<file path="config.mk">
export PLATFORM = sky130hd
export DESIGN_NAME = pipe_scoreboard
export DESIGN_NICKNAME = d
export VERILOG_FILES = /design/src/rtl/pipe_scoreboard.sv
export SDC_FILE = /design/constraint.sdc
export NUM_CORES = 1
export LEC_CHECK = 0
export CELL_PAD_IN_SITES_DETAIL_PLACEMENT = 1
export CELL_PAD_IN_SITES_GLOBAL_PLACEMENT = 1
export CORE_UTILIZATION = 45
export CTS_CLUSTER_SIZE = 40
export DETAILED_ROUTE_END_ITERATION = 10
export PLACE_DENSITY_LB_ADDON = 0.1
export REMOVE_ABC_BUFFERS = 1
export SLEW_MARGIN = 20
export SYNTH_ARGS = -nofsm -noshare
export SYNTH_HDL_FRONTEND = slang
export SYNTH_SLANG_ARGS = --single-unit
</file>
<file path="constraint.sdc">
create_clock -name clk -period 4.14 [get_ports clk]
set_input_delay 0.828 -clock clk [delete_from_list [all_inputs] [get_ports clk]]
set_output_delay 0.828 -clock clk [all_outputs]
set_load 0.005 [all_outputs]
</file>
<file path="src/rtl/pipe_scoreboard.sv">
// Load-use scoreboard for an in-order RV32I pipe: per-register pending-load counters
// with ID hazard detection, plus a two-state data-memory wait FSM with timeout abort.
//
// state   | meaning
// --------+----------------------------------------------------------
// ST_IDLE | no data access outstanding (zero-wait accesses stay here)
// ST_WAIT | access issued, waiting for dmem_rvalid_ip or timeout
module pipe_scoreboard #(
   parameter int unsigned TIMEOUT = 255
) (
   input  logic        clk,
   input  logic        reset,
   input  logic        id_valid_ip,
   input  logic [6:0]  id_opcode_ip,
   input  logic [4:0]  id_src1_addr_ip,
   input  logic [4:0]  id_src2_addr_ip,
   input  logic [4:0]  id_dest_addr_ip,
   input  logic        wb_load_valid_ip,
   input  logic [4:0]  wb_dest_addr_ip,
   input  logic        ex_kill_ip,
   input  logic        ex_kill_load_ip,
   input  logic [4:0]  ex_kill_dest_addr_ip,
   input  logic        lsu_mem_req_ip,
   input  logic        dmem_rvalid_ip,
   output logic        stall_op,
   output logic        mem_stall_op,
   output logic        issue_op,
   output logic        mem_timeout_op,
   output logic [31:0] load_pending_op
);

   localparam logic [6:0] OPC_LUI    = 7'b0110111;
   localparam logic [6:0] OPC_AUIPC  = 7'b0010111;
   localparam logic [6:0] OPC_JAL    = 7'b1101111;
   localparam logic [6:0] OPC_JALR   = 7'b1100111;
   localparam logic [6:0] OPC_BRANCH = 7'b1100011;
   localparam logic [6:0] OPC_LOAD   = 7'b0000011;
   localparam logic [6:0] OPC_STORE  = 7'b0100011;
   localparam logic [6:0] OPC_OPIMM  = 7'b0010011;
   localparam logic [6:0] OPC_OP     = 7'b0110011;

   localparam logic [7:0] WAIT_LIMIT = 8'(TIMEOUT - 1);

   typedef enum logic {ST_IDLE, ST_WAIT} mem_state_t;

   mem_state_t state_q, state_d;
   logic [7:0] wait_cnt_q, wait_cnt_d;
   logic [1:0] cnt_q [1:31];
   logic [1:0] cnt_d [1:31];

   logic        use_rs1, use_rs2, is_load;
   logic [31:0] pend_vec, full_vec;
   logic        hazard, timeout_hit, mem_stall_int, stall_int, issue_int;

   // ---------------------------------------------------------------- decode
   always_comb begin
      use_rs1 = 1'b0;
      use_rs2 = 1'b0;
      is_load = (id_opcode_ip == OPC_LOAD);
      case (id_opcode_ip)
         OPC_OP, OPC_STORE, OPC_BRANCH: begin
            use_rs1 = 1'b1;
            use_rs2 = 1'b1;
         end
         OPC_OPIMM, OPC_LOAD, OPC_JALR: use_rs1 = 1'b1;
         OPC_LUI, OPC_AUIPC, OPC_JAL:   use_rs1 = 1'b0;
         default:                       use_rs1 = 1'b0;
      endcase
   end

   // x0 has no counter, so bit 0 of both vectors stays low
   always_comb begin
      pend_vec = '0;
      full_vec = '0;
      for (int r = 1; r < 32; r++) begin
         pend_vec[r] = (cnt_q[r] != 2'd0);
         full_vec[r] = (cnt_q[r] == 2'd3);
      end
   end

   always_comb begin
      hazard = id_valid_ip &
               ((use_rs1 & pend_vec[id_src1_addr_ip]) |
                (use_rs2 & pend_vec[id_src2_addr_ip]) |
                (is_load & full_vec[id_dest_addr_ip]));
   end

   // ---------------------------------------------------------------- memory FSM
   always_ff @(posedge clk) begin
      if (reset) begin
         state_q    <= ST_IDLE;
         wait_cnt_q <= 8'd0;
      end else begin
         state_q    <= state_d;
         wait_cnt_q <= wait_cnt_d;
      end
   end

   assign timeout_hit = (state_q == ST_WAIT) & ~dmem_rvalid_ip & (wait_cnt_q == WAIT_LIMIT);

   always_comb begin
      state_d    = state_q;
      wait_cnt_d = wait_cnt_q;
      case (state_q)
         ST_IDLE: begin
            if (lsu_mem_req_ip & ~dmem_rvalid_ip) begin
               state_d    = ST_WAIT;
               wait_cnt_d = 8'd0;
            end
         end
         ST_WAIT: begin
            if (dmem_rvalid_ip | timeout_hit) begin
               state_d    = ST_IDLE;
               wait_cnt_d = 8'd0;
            end else begin
               wait_cnt_d = wait_cnt_q + 8'd1;
            end
         end
         default: begin
            state_d    = ST_IDLE;
            wait_cnt_d = 8'd0;
         end
      endcase
   end

   // the abort cycle itself releases the pipe, hence no stall while timeout_hit
   always_comb begin
      mem_stall_int = 1'b0;
      case (state_q)
         ST_IDLE: mem_stall_int = lsu_mem_req_ip & ~dmem_rvalid_ip;
         ST_WAIT: mem_stall_int = ~dmem_rvalid_ip & ~timeout_hit;
         default: mem_stall_int = 1'b0;
      endcase
      stall_int       = hazard | mem_stall_int;
      issue_int       = id_valid_ip & ~stall_int & ~ex_kill_ip;
      mem_stall_op    = mem_stall_int & ~reset;
      stall_op        = stall_int & ~reset;
      issue_op        = issue_int & ~reset;
      mem_timeout_op  = timeout_hit & ~reset;
      load_pending_op = reset ? 32'd0 : pend_vec;
   end

   // ---------------------------------------------------------------- counters
   always_comb begin
      logic       inc_hit, wb_hit, kill_hit;
      logic [2:0] sum_v, dec_v, diff_v;
      inc_hit  = 1'b0;
      wb_hit   = 1'b0;
      kill_hit = 1'b0;
      sum_v    = 3'd0;
      dec_v    = 3'd0;
      diff_v   = 3'd0;
      for (int r = 1; r < 32; r++) begin
         inc_hit  = issue_int & is_load & (id_dest_addr_ip == 5'(r));
         wb_hit   = wb_load_valid_ip & (wb_dest_addr_ip == 5'(r));
         kill_hit = ex_kill_ip & ex_kill_load_ip & (ex_kill_dest_addr_ip == 5'(r));
         sum_v    = {1'b0, cnt_q[r]} + {2'b00, inc_hit};
         dec_v    = {2'b00, wb_hit} + {2'b00, kill_hit};
         diff_v   = sum_v - dec_v;
         // underflow is a protocol error upstream; clamp rather than wrap
         if (dec_v > sum_v)
            cnt_d[r] = 2'd0;
         else if (diff_v > 3'd3)
            cnt_d[r] = 2'd3;
         else
            cnt_d[r] = diff_v[1:0];
      end
   end

   always_ff @(posedge clk) begin
      for (int r = 1; r < 32; r++) begin
         if (reset)
            cnt_q[r] <= 2'd0;
         else
            cnt_q[r] <= cnt_d[r];
      end
   end

endmodule
</file>
==> results of run 1 <==
power by group through the flow:
stage	clock network, mW	registers (mW)	logic, mW
after detailed placement	0	0.752	0.476
after CTS	1.08	0.737	0.508
final	1.09	0.740	0.553
after global routing	1.11	0.743	0.590
after global placement	0	0.752	0.461
after floorplan	0	0.741	0.216
state kept, by name, summed over array words and instances, names as in the netlist:
signal,flops
wait_cnt_q,8
cnt_q,62
state_q,1
through the flow:
step	power, mW	cells
2_1_floorplan	0.957	951
3_3_place_gp	1.21	1354
3_5_place_dp	1.23	1354
4_1_cts	2.33	1388
5_1_grt	2.44	1392
6_report	2.38	1392
worst max-delay path, delay by kind of cell:
kind	cells	cell delay (ps)
AOI/OAI and AO/OA	3	660
adders and majority gates	2	710
buffers and inverters	5	810
and+or+nand+nor	6	1420
logic make-up (layout without fill, tap and decap cells):
logic type,Yosys count,in the layout
AOI/OAI and AO/OA,165,165
xor gates and xnor gates,31,31
adders and majority gates,188,188
DFF,71,71
muxes,10,10
and+or+nand+nor,352,352
other,1,1
buffers and inverters,164,349
placed cells by master, fill, tap and decap left out, drive strengths merged, types with 3 or more instances in the layout:
master | Yosys | routed
clkbuf | 17 | 10
nand2 | 42 | 42
a32oi | 3 | 3
nand2b | 44 | 44
nor4 | 5 | 5
o21ai | 6 | 6
xnor2 | 31 | 31
o31ai | 32 | 32
ha | 126 | 126
a31oi | 3 | 3
nor4b | 4 | 4
clkdlybuf4s50 | 0 | 60
nand3 | 15 | 15
mux4 | 9 | 9
nand4 | 7 | 7
buf | 14 | 128
a311oi | 5 | 5
or2 | 4 | 4
nor2b | 12 | 12
inv | 133 | 133
dfxtp | 71 | 71
bufinv | 0 | 5
dlygate4sd2 | 0 | 7
nor3 | 49 | 49
dlymetal6s2s | 0 | 4
fa | 62 | 62
nand4b | 5 | 5
a211oi | 4 | 4
nor3b | 5 | 5
a21oi | 87 | 87
nand3b | 7 | 7
nor2 | 139 | 139
final timing paths:
path / to / cells after the start
hold / removal: wait_cnt_q[6] / 1
setup reg to reg: cnt_q[0][52] / 14
setup / recovery: cnt_q[0][52] / 16
hold reg to reg: wait_cnt_q[6] / 1
final cells by class:
cell class,count,area share (%)
clock inverters,6,1.38
well taps,225,2.51
clock buffers,10,2.13
repair buffers,200,16.5
inverters,133,4.45
multi-input cells,747,60.3
flip-flops and latches,71,12.7
per-layer routing:
layer | part of all wire [%] | track usage [%] | up-vias
met4 | 4.1 | 15.0 | 0
met2 | 48 | 57.0 | 379
met3 | 7.2 | 5.19 | 106
met5 | 0 | 0 | -
li1 | - | - | 3718
met1 | 41 | 43.5 | 4132
timing repair:
item,CTS,global route
pin swaps,9,50
gates cloned,1,0
endpoints found under the setup margin,60,63
buffers inserted,18,4
hold buffers,0,0
gates resized for setup,35,115
==> reports/qor.yml, run 1 <==
die:
  die-area_sq_mm: 0.0187
  io-pin-count: 76
  initial_core_util_pct: 46.7
  chipHeight_microns: 137
  num_rows: 48
  core_sq_mm: 0.0175
  die_w_microns: 137
sta:
  slew_headroom_pct: 28.3
  skew_ps: 11.8
  fin_setup_tns_ps: -75.5
  finalMaxSlewViolations: 0
  max_freq_mhz: 240
  setup_ws_ps: -23.3
  post-route-min-period_ps: 4160
  max_slew.worst_pin.slew_ps: 1060
  final-hold-violation-count: 0
  hold_ws_ps: 481
  rsz0062_at_grt: "true"
  setup-violations-final: 6
  finalCritPeriodShare_pct: 101
clocking:
  h-tree-depth: 3
  ctsLongestPathBuffers: 2
  cts_made_buffers: 9
  path_clk_slew_ps: 60
  cts_sinks: 71
  clk-insertion-delay-late_ps: 360
  cts_tree: "yes"
  cts_root_buf: "clkbuf_16"
layout:
  multiInputGateArea_sq_mm: 0.00677
  nFillCells: 2012
  nets: 1390
  diodes: 0
  final_area_sq_mm: 0.0112
  final_util_pct: 64.0
  ff_latch_area_sq_mm: 0.00142
  drive_gt1_share_pct: 24.9
  areaGrowthSynthToFinish_pct: 37.0
grt:
  grt.overflow.total: 0
  grt_pass1_vias: 8753
  grt_usage_pct: 34.1
  grt_pass1_wl_microns: 47500
  antenna_found_initial: 1
  grt_max_degree: 36
drt:
  ant_nets: 0
  dr.pass1.iters: 5
  vias: 8335
  routed_wl_microns: 32600
  drc: 0
  routed_via_density: 5.99
  drt_first_iter_violations: 674
  wl_per_cell_microns: 23.4
power_and_ir_drop:
  p_leak_nw: 4.54
  clkPwrFrac_pct: 45.6
  seqPwrFrac_pct: 31.1
  powerDensity_mw_per_mm2: 212
  p_sw_share_pct: 28.9
  intPower_mw: 1.69
  power_frac_comb_pct: 23.3
  peakVddDrop_v: 0.000210
  p_sw_uw: 689
critical_path:
  crit_type: "input pin to register"
  path_max_fanout: 15
  cp_slowest_cell: "or4b_1"
  r2r_slack_ps: 430
  crit_required_ps: 4420
  max_stage_delay_ps: 600
  path_cells: "dlygate4sd2_1 -> buf_12 -> or4b_1 -> a21oi_1 -> nor3_1 -> nand4_1 -> nand4_4 -> buf_12 -> buf_12 -> nor3_1 -> ha_1 -> inv_1 -> fa_1 -> o31ai_2 -> nand2b_1 -> a21oi_1"
  end_kind: "register"
  r2r-start: "cnt_q[0][11]"
  cp.arrival_ps: 4440
  crit_path_start: "id_dest_addr_ip[1]"
  startpoint_type: "input pin"
  cp_common_cell: "buf_12"
hold_path:
  min_from: "wait_cnt_q[6]"
  hold_class: "register to register"
placed_design:
  place_ws_ps: -654
  gp_congestion: 0.980
  hpwl_microns: 23800
  postPlaceCellArea_sq_mm: 0.00997
  io_buffers: 74
yosys:
  synth_cell_types: 67
  synth_top_flop_cell: "dfxtp_1"
  netlist_area_sq_mm: 0.00819
  syn_area_per_cell_sq_um: 8.34
  ys_seq_elements: 71
  yosys.area.top_type_share_pct: 19.3
  yosys-top-cells-count: "nor2_1, inv_1, ha_1"
  yosysSeqAreaShare_pct: 17.4
  synth.area.top_cells: "ha_1, dfxtp_1, fa_1"
  synth_top_family_by_area: "adder cells"
  synthXorXnorAreaFrac_pct: 3.32
  yosysTopAreaCell: "ha_1"
  yosys_warnings: 0
  synth_mux_area_share_pct: 2.60
  yosysMostFrequentCell: "nor2_1"
  yosys.area_share.simple_pct: 21.6
  synth_compound_gate_area_share_pct: 12.8
  synthesis.instances: 982
  synth_edf_count: 0
  async_flop_share_pct: 0
  post_synth_fa_ha_maj_area_fraction_pct: 34.4
status:
  status: "finished, violations left"
  violations: "negative setup slack"
flow_run:
  drv_cap: 0
(Power assumes the default switching activity.)
==> inputs of run 2 (changes only) <==
--- a/config.mk
+++ b/config.mk
@@ -8,7 +8,7 @@
 export CELL_PAD_IN_SITES_DETAIL_PLACEMENT = 1
 export CELL_PAD_IN_SITES_GLOBAL_PLACEMENT = 1
 export CORE_UTILIZATION = 45
-export CTS_CLUSTER_SIZE = 40
+export CTS_CLUSTER_DIAMETER = 120
 export DETAILED_ROUTE_END_ITERATION = 10
 export PLACE_DENSITY_LB_ADDON = 0.1
 export REMOVE_ABC_BUFFERS = 1
==> results of run 2 <==
Final layout, timing and power as in run 1 (identical DEF).
